==> src/rtl/logic_cmd_sequencer.sv <==
// Command sequencer for the 8-bit logic unit: queues (op, a, b) commands, drives the unit, returns tagged results.
// Optional RESULT_PARITY_EN adds res_parity_out (even-parity bit of the captured result).

// state | meaning
// IDLE  | no result pending, waiting for a queued command
// DRIVE | lu_* presented to the logic unit, result captured this cycle
// HOLD  | result presented on res_*, waiting for res_ready_in
module logic_cmd_sequencer #(
  parameter int DATA_WIDTH  = 8,
  parameter int OPCODE_SIZE = 2,
  parameter int FIFO_DEPTH  = 4
) (
  input  logic                   clk_in,
  input  logic                   rst_in,
  input  logic                   cmd_valid_in,
  output logic                   cmd_ready_out,
  input  logic [OPCODE_SIZE-1:0] cmd_op_in,
  input  logic [DATA_WIDTH-1:0]  cmd_a_in,
  input  logic [DATA_WIDTH-1:0]  cmd_b_in,
  output logic [DATA_WIDTH-1:0]  lu_a_out,
  output logic [DATA_WIDTH-1:0]  lu_b_out,
  output logic [OPCODE_SIZE-1:0] lu_op_out,
  input  logic [DATA_WIDTH-1:0]  lu_y_in,
  output logic                   res_valid_out,
  input  logic                   res_ready_in,
  output logic [DATA_WIDTH-1:0]  res_data_out,
`ifdef RESULT_PARITY_EN
  output logic                   res_parity_out,
`endif
  output logic [OPCODE_SIZE-1:0] res_op_out
);

  localparam int PTR_W = $clog2(FIFO_DEPTH);
  localparam logic [PTR_W:0] FULL_CNT = (PTR_W+1)'(FIFO_DEPTH);

  typedef enum logic [1:0] {
    IDLE  = 2'd0,
    DRIVE = 2'd1,
    HOLD  = 2'd2
  } state_t;

  state_t state_q, state_d;

  logic [OPCODE_SIZE-1:0] fifo_op [FIFO_DEPTH];
  logic [DATA_WIDTH-1:0]  fifo_a  [FIFO_DEPTH];
  logic [DATA_WIDTH-1:0]  fifo_b  [FIFO_DEPTH];
  logic [PTR_W-1:0]       wr_ptr, rd_ptr;
  logic [PTR_W:0]         count;

  logic full, empty, push, pop;
  logic load_lu, capture, release_res;

  assign full          = (count == FULL_CNT);
  assign empty         = (count == '0);
  // Ready depends only on registered occupancy (and reset), never on cmd_valid_in.
  assign cmd_ready_out = ~rst_in & ~full;
  assign push          = cmd_valid_in & cmd_ready_out;

  always_ff @(posedge clk_in) begin
    if (push) begin
      fifo_op[wr_ptr] <= cmd_op_in;
      fifo_a[wr_ptr]  <= cmd_a_in;
      fifo_b[wr_ptr]  <= cmd_b_in;
    end
  end

  always_ff @(posedge clk_in) begin
    if (rst_in) begin
      wr_ptr <= '0;
      rd_ptr <= '0;
      count  <= '0;
    end else begin
      if (push) wr_ptr <= wr_ptr + 1'b1;
      if (pop)  rd_ptr <= rd_ptr + 1'b1;
      case ({push, pop})
        2'b10:   count <= count + 1'b1;
        2'b01:   count <= count - 1'b1;
        default: count <= count;
      endcase
    end
  end

  always_ff @(posedge clk_in) begin
    if (rst_in) state_q <= IDLE;
    else        state_q <= state_d;
  end

  always_comb begin
    state_d     = state_q;
    pop         = 1'b0;
    load_lu     = 1'b0;
    capture     = 1'b0;
    release_res = 1'b0;
    case (state_q)
      IDLE: begin
        if (!empty) begin
          pop     = 1'b1;
          load_lu = 1'b1;
          state_d = DRIVE;
        end
      end
      DRIVE: begin
        capture = 1'b1;
        state_d = HOLD;
      end
      HOLD: begin
        if (res_ready_in) begin
          release_res = 1'b1;
          if (!empty) begin
            pop     = 1'b1;
            load_lu = 1'b1;
            state_d = DRIVE;
          end else begin
            state_d = IDLE;
          end
        end
      end
      default: state_d = IDLE;
    endcase
  end

  // lu_* are deliberately not cleared between commands; they keep the last operands.
  always_ff @(posedge clk_in) begin
    if (rst_in) begin
      lu_a_out      <= '0;
      lu_b_out      <= '0;
      lu_op_out     <= '0;
      res_valid_out <= 1'b0;
      res_data_out  <= '0;
      res_op_out    <= '0;
    end else begin
      if (load_lu) begin
        lu_a_out  <= fifo_a[rd_ptr];
        lu_b_out  <= fifo_b[rd_ptr];
        lu_op_out <= fifo_op[rd_ptr];
      end
      if (capture) begin
        res_data_out  <= lu_y_in;
        res_op_out    <= lu_op_out;
        res_valid_out <= 1'b1;
      end else if (release_res) begin
        res_valid_out <= 1'b0;
      end
    end
  end

`ifdef RESULT_PARITY_EN
  always_ff @(posedge clk_in) begin
    if (rst_in)       res_parity_out <= 1'b0;
    else if (capture) res_parity_out <= ^lu_y_in;
  end
`endif

endmodule

==> config.mk <==
export PLATFORM = sky130hd
export DESIGN_NAME = logic_cmd_sequencer
export DESIGN_NICKNAME = d
export VERILOG_FILES = /design/src/rtl/logic_cmd_sequencer.sv
export SDC_FILE = /design/constraint.sdc
export NUM_CORES = 1
export LEC_CHECK = 0
export CORE_AREA = 2 2 90 92
export DETAILED_ROUTE_END_ITERATION = 6
export DIE_AREA = 0 0 92 94
export GPL_TIMING_DRIVEN = 0
export PLACE_DENSITY_LB_ADDON = 0.25
export SYNTH_ARGS = -nofsm -noshare
export SYNTH_HDL_FRONTEND = slang
export SYNTH_SLANG_ARGS = --single-unit
==> constraint.sdc <==
create_clock -name clk_in -period 5.2 [get_ports clk_in]
set_input_delay 1.04 -clock clk_in [delete_from_list [all_inputs] [get_ports clk_in]]
set_output_delay 1.04 -clock clk_in [all_outputs]
set_load 0.05 [all_outputs]
==> results.sh, run 1 <==
export IMPL_grt_use_total_pct=17.7
export IMPL_die_h_um=94
export IMPL_relSlewSlack_pct=35.1
export IMPL_rows=32
export IMPL_hp_class="reg -> reg"
export IMPL_grt_pass1_vias=2140
export IMPL_synth_top_area_cell="edfxtp_1"
export IMPL_reg2reg_depth=10
export IMPL_hold_start="res_data_out[6]"
export IMPL_synth_async_sr_flop_share_pct=0
export IMPL_cts_repair_resized=0
export IMPL_viasPerCell=5.28
export IMPL_synth_cell_types=32
export IMPL_final_area_um2=5080
export IMPL_ys_flop_type="edfxtp_1"
export IMPL_numCtsBuffers=9
export IMPL_clkLatencyLatePin_ns=0.36
export IMPL_tightest_slew_ns=0.973
export IMPL_max_cap_violations=0
export IMPL_dieArea_um2=8650
export IMPL_grt_pass1_wl_um=11300
export IMPL_antenna_found_initial=0
export IMPL_synth_area_um2=4130
export IMPL_switching_power_mw=0.970
export IMPL_die_w_um=92
export IMPL_yosysSeqAreaShare_pct=70.7
export IMPL_cts_tree="built"
export IMPL_final_setup_tns_ns=0
export IMPL_antenna_cells=0
export IMPL_clock_sinks=110
export IMPL_postCtsSetupBuffers=0
export IMPL_min_to="res_data_out[6]"
export IMPL_slew_violations=0
export IMPL_layout_nets=366
export IMPL_yosysMostFrequentCell="edfxtp_1"
export IMPL_clk_pin_slew_ns=0.10
export IMPL_grt_overflow=0
export IMPL_ir_worst_vdd_v=0.000290
export IMPL_num_vias=2308
export IMPL_period_needed_ns=4.35
export IMPL_drcViolationCount=0
export IMPL_finalWeightedCongestion=0.726
export IMPL_root_buffer="clkbuf_8"
export IMPL_avgSynthCellArea_um2=15.9
export IMPL_yosys_top_cells_count="72 x edfxtp_1, 41 x nand2_1, 38 x dfxtp_1"
export IMPL_crit_required_ns=4.16
export IMPL_crit_reg2reg_launch="state_q[1]"
export IMPL_htree_levels=3
export IMPL_grt_max_degree=20
export IMPL_setup_viol=0
export IMPL_timing_fmax_ghz=0.230
export IMPL_seqPwrFrac_pct=42.8
export IMPL_cp_end_kind="output pin"
export IMPL_ant_nets=0
export IMPL_critPathMaxFanout=10
export IMPL_num_io_pins=60
export IMPL_fin_cells=437
export IMPL_fin_skew_ns=0.0190
export IMPL_p_clk_share_pct=21.0
export IMPL_r2r_end="count[2]"
export IMPL_path_class="in -> out"
export IMPL_drt_first_pass_iters=4
export IMPL_power_density_nw_per_um2=529
export IMPL_arrival_ns=3.31
export IMPL_ys_seq_elements=110
export IMPL_hpwl_um=4470
export IMPL_start_util_pct=54.3
export IMPL_hold_buffers=0
export IMPL_placed_cell_area_um2=4850
export IMPL_pwr_share_comb_pct=36.2
export IMPL_worstHoldPathCells=2
export IMPL_post_drt_wl_per_cell_um=16.4
export IMPL_synth_edf_count=72
export IMPL_rrSetupSlack_ns=2.49
export IMPL_fin_crit_sh_pct=83.7
export IMPL_synth_largest_type_area_fraction_pct=52.3
export IMPL_outcome="completed"
export IMPL_syn_nets=296
export IMPL_crit_slowest_cell="clkdlybuf4s50_1"
export IMPL_area_growth_pct=22.9
export IMPL_rsz0062_at_grt="false"
export IMPL_synth_area_top_cells="edfxtp_1 52%, dfxtp_1 18%, mux4_2 9.8%"
export IMPL_yosys_warnings=0
export IMPL_dp_cells=421
export IMPL_swShare_pct=36.0
export IMPL_drive_gt1_share_pct=13.7
export IMPL_netlist_instances=260
export IMPL_path_cells="clkdlybuf4s50_1 -> clkbuf_1 -> clkbuf_1 -> nor2_1 -> clkdlybuf4s50_1"
export IMPL_internal_power_mw=1.72
export IMPL_fin_util_pct=66.8
export IMPL_drt_iter0_markers=122
export IMPL_io_buffers=59
export IMPL_clock_path_buffers=2
export IMPL_p_leak_nw=1.65
export IMPL_core_area_um2=7610
export IMPL_wl_um=7150
export IMPL_report_final_hold_viol_count=0
export IMPL_critPathLaunchType="input pin"
export IMPL_slowest_delay_ns=0.71
[worst max-delay path: cells and delay by family]
kind / cells / cell delay (ns)
AND/OR/NAND/NOR: 1 / 0.09
buffers and inverters: 4 / 2.18
[stage by stage]
step	total power [mW]	hold slack, ns	worst slack, ns
floorplan	1.85	0.475	2.06
global placement	2.14	0.442	0.865
detailed placement	2.15	0.448	0.850
CTS	2.71	0.462	0.816
global route	2.83	0.482	0.707
finish	2.69	0.460	0.848
[power by group through the flow]
stage,Clock (mW),Combinational [mW],Sequential [mW]
floorplan,0,0.384,1.46
global placement,0,0.969,1.17
detailed placement,0,0.981,1.17
CTS,0.572,0.986,1.15
global route,0.611,1.05,1.17
finish,0.564,0.974,1.15
[final cells by class]
cell class / instances / area, µm²
Clock inverter: 7 / 106
Fill cell: 539 / 2520
Sequential cell: 110 / 2920
Inverter: 8 / 30.0
Timing Repair Buffer: 59 / 591
Tap cell: 102 / 128
Multi-Input combinational cell: 129 / 1120
Clock buffer: 9 / 124
Buffer: 13 / 62.6
[cell usage in the layout (no fill, tap or decap), types with 2 or more instances in the layout]
master and n:
a21oi_1 15, and2_1 4, buf_2 4, bufinv_16 2, clkbuf_1 7, clkbuf_8 9, clkdlybuf4s50_1 59, dfxtp_1 38
edfxtp_1 72, ha_1 5, inv_1 7, inv_6 2, mux2_2 2, mux4_2 18, nand2_1 41, nor2_1 6
nor2b_1 3, nor3_4 2, o2bb2ai_1 18, xor2_1 2
[per-layer routing]
layer  share of wire (%)  up-vias  wire length, µm  track usage, %
li1                    -     1112                -               -
met1                  45     1111             3240            24.7
met2                  48       83             3410            27.4
met3                 6.6        2              472            4.33
met4                0.39        0               28            6.34
met5                   0        -                0               0
[registers in the layout (all words and copies together) (netlist names)]
name	count
state_q	2
res_data_out	8
fifo_op	8
res_valid_out	1
count	3
wr_ptr	2
fifo_b	32
lu_a_out	8
lu_b_out	8
lu_op_out	2
res_op_out	2
rd_ptr	2
fifo_a	32
[cells by family after synthesis]
logic type | after synthesis | synth area share, %
buf+inv | 21 | 2.24
xor+xnor | 2 | 0.424
simple gates | 65 | 8.11
flops | 110 | 70.7
compound gates | 35 | 5.93
mux | 21 | 10.6
fa+ha+maj | 6 | 2.00
[worst max path at each step]
| stage | start | end | slack [ns] | cells after the start |
|---|---|---|---|---|
| 2_1_floorplan | rst_in | cmd_ready_out | 2.06 | 3 |
| 3_3_place_gp | rst_in | cmd_ready_out | 0.86 | 5 |
| 3_5_place_dp | rst_in | cmd_ready_out | 0.85 | 5 |
| 4_1_cts | rst_in | cmd_ready_out | 0.82 | 5 |
| 5_1_grt | rst_in | cmd_ready_out | 0.71 | 5 |
| 6_report | rst_in | cmd_ready_out | 0.85 | 5 |
Note: power is estimated with default switching activity, not from simulation.
==> inputs of run 2 (changes only) <==
--- a/config.mk
+++ b/config.mk
@@ -5,9 +5,9 @@
 export SDC_FILE = /design/constraint.sdc
 export NUM_CORES = 1
 export LEC_CHECK = 0
-export CORE_AREA = 2 2 90 92
+export CORE_AREA = 2 2 96 98
 export DETAILED_ROUTE_END_ITERATION = 6
-export DIE_AREA = 0 0 92 94
+export DIE_AREA = 0 0 98 100
 export GPL_TIMING_DRIVEN = 0
 export PLACE_DENSITY_LB_ADDON = 0.25
 export SYNTH_ARGS = -nofsm -noshare
==> constraint.sdc (replaced) <==
create_clock -name clk_in -period 3.9 [get_ports clk_in]
set_input_delay 0.78 -clock clk_in [delete_from_list [all_inputs] [get_ports clk_in]]
set_output_delay 0.78 -clock clk_in [all_outputs]
set_load 0.05 [all_outputs]
==> results.sh, run 2 (synthesized netlist as in run 1, its figures left out) <==
export IMPL_antenna_found_initial=0
export IMPL_multiInputGateArea_um2=1120
export IMPL_fin_skew_ns=0.0154
export IMPL_holdWs_ns=0.458
export IMPL_clock_path_buffers=2
export IMPL_mostFrequentLayoutCells="72 x edfxtp_1, 59 x clkdlybuf4s50_1, 41 x nand2_1"
export IMPL_area_growth_pct=22.1
export IMPL_io_buffers=59
export IMPL_reg_largest_list="fifo_a x32, fifo_b x32"
export IMPL_ir_worst_vdd_v=0.000299
export IMPL_cp_end_kind="output pin"
export IMPL_htree_levels=3
export IMPL_period_needed_ns=3.66
export IMPL_path_class="in -> out"
export IMPL_timing_fmax_ghz=0.274
export IMPL_arrival_ns=2.88
export IMPL_fin_crit_sh_pct=93.7
export IMPL_final_setup_tns_ns=0
export IMPL_start_util_pct=46.5
export IMPL_rsz0062_at_grt="false"
export IMPL_register_area_um2=2920
export IMPL_die_w_um=98
export IMPL_grt_overflow=0
export IMPL_wl_um=7260
export IMPL_tightest_slew_ns=1.03
export IMPL_cts_tree="built"
export IMPL_drive_gt1_share_pct=13.7
export IMPL_outcome="completed"
export IMPL_drt_first_pass_iters=4
export IMPL_max_cap_violations=0
export IMPL_grt_max_degree=20
export IMPL_viasPerCell=5.15
export IMPL_num_io_pins=60
export IMPL_antenna_cells=0
export IMPL_hp_class="reg -> reg"
export IMPL_root_buffer="clkbuf_8"
export IMPL_dieArea_um2=9800
export IMPL_clkLatencyLatePin_ns=0.36
export IMPL_rows=35
export IMPL_layout_nets=366
export IMPL_numCtsBuffers=9
export IMPL_p_leak_nw=1.63
export IMPL_grt_pass1_wl_um=11600
export IMPL_placed_cell_area_um2=4860
export IMPL_final_area_um2=5050
export IMPL_clock_sinks=110
export IMPL_drcViolationCount=0
export IMPL_core_area_um2=8890
export IMPL_num_vias=2295
export IMPL_drt_iter0_markers=144
export IMPL_report_final_hold_viol_count=0
export IMPL_post_drt_wl_per_cell_um=16.3
export IMPL_clk_pin_slew_ns=0.11
export IMPL_relSlewSlack_pct=31.4
export IMPL_finalWeightedCongestion=0.735
export IMPL_power_density_nw_per_um2=687
export IMPL_final_common_cell="edfxtp_1"
export IMPL_slew_violations=0
export IMPL_n_fill_cell=715
export IMPL_critPathMaxFanout=10
export IMPL_setup_viol=0
export IMPL_postCtsSetupBuffers=0
export IMPL_grt_pass1_vias=2300
export IMPL_crit_required_ns=3.12
export IMPL_hpwl_um=4600
export IMPL_ant_nets=0
export IMPL_die_h_um=100
export IMPL_critPathLaunchType="input pin"
export IMPL_grt_use_total_pct=15.7
==> run 2: cell types whose count changed in the layout (fill, tap and decap cells not counted) <==
cell,change
clkinv_8,-1
bufinv_16,-2
clkbuf_2,+1
clkbuf_8,+1
clkinv_4,+2
clkinv_2,-1
==> run 2: repair_timing <==
item | 4_1_cts | 5_1_grt
endpoints found under the hold margin | 0 | 0
hold buffers | 0 | 0
setup endpoints to repair | 0 | 1
gates resized for setup | 0 | 2
==> run 2: critical path, cell delays in order <==
cell and delay (ns):
clkdlybuf4s50_1 0.63, clkbuf_2 0.29, clkbuf_1 0.37, nor2_1 0.09, clkdlybuf4s50_1 0.71
==> run 2: layout make-up <==
type                            count  area share (%)
Multi-Input combinational cell    129            22.2
Inverter                            8           0.595
Buffer                             13            1.26
Sequential cell                   110            57.9
Clock inverter                      5           0.843
Clock buffer                       11            2.80
Tap cell                          111            2.75
Timing Repair Buffer               59            11.7
==> run 2: worst paths after layout <==
kind,start,end,cells after the start,slack [ns]
worst max-delay path,rst_in,cmd_ready_out,5,0.24
worst min register to register,res_data_out[3],res_data_out[3],2,0.46
worst max register to register,state_q[1],count[2],10,1.13
worst min-delay path,res_data_out[3],res_data_out[3],2,0.46
==> run 2: per-stage QoR <==
step                      utilization [%]  total power [mW]  instances  worst slack, ns
after floorplan                         -              2.46        260             1.20
final                                56.8              3.47        446            0.244
after detailed placement             54.7              2.89        430           0.0796
after CTS                            56.8              3.51        446           0.0730
after global routing                 56.8              3.65        446            0.117
after global placement               54.7              2.86        430           0.0623
==> run 2: per-layer routing <==
metal / vias up / track usage [%] / routed length, µm
li1: 1114 / - / -
met1: 1122 / 20.4 / 3140
met2: 53 / 26.8 / 3700
met3: 6 / 3.76 / 342
met4: 0 / 4.17 / 78
met5: - / 0 / 0
==> run 2: where the power goes <==
part | leakage [nW] | internal (mW) | switching, mW | total [mW]
clock | 0.0905 | 0.257 | 0.373 | 0.630
combinational | 0.580 | 0.487 | 0.815 | 1.30
sequential | 0.965 | 1.44 | 0.101 | 1.54
total | 1.63 | 2.18 | 1.29 | 3.47
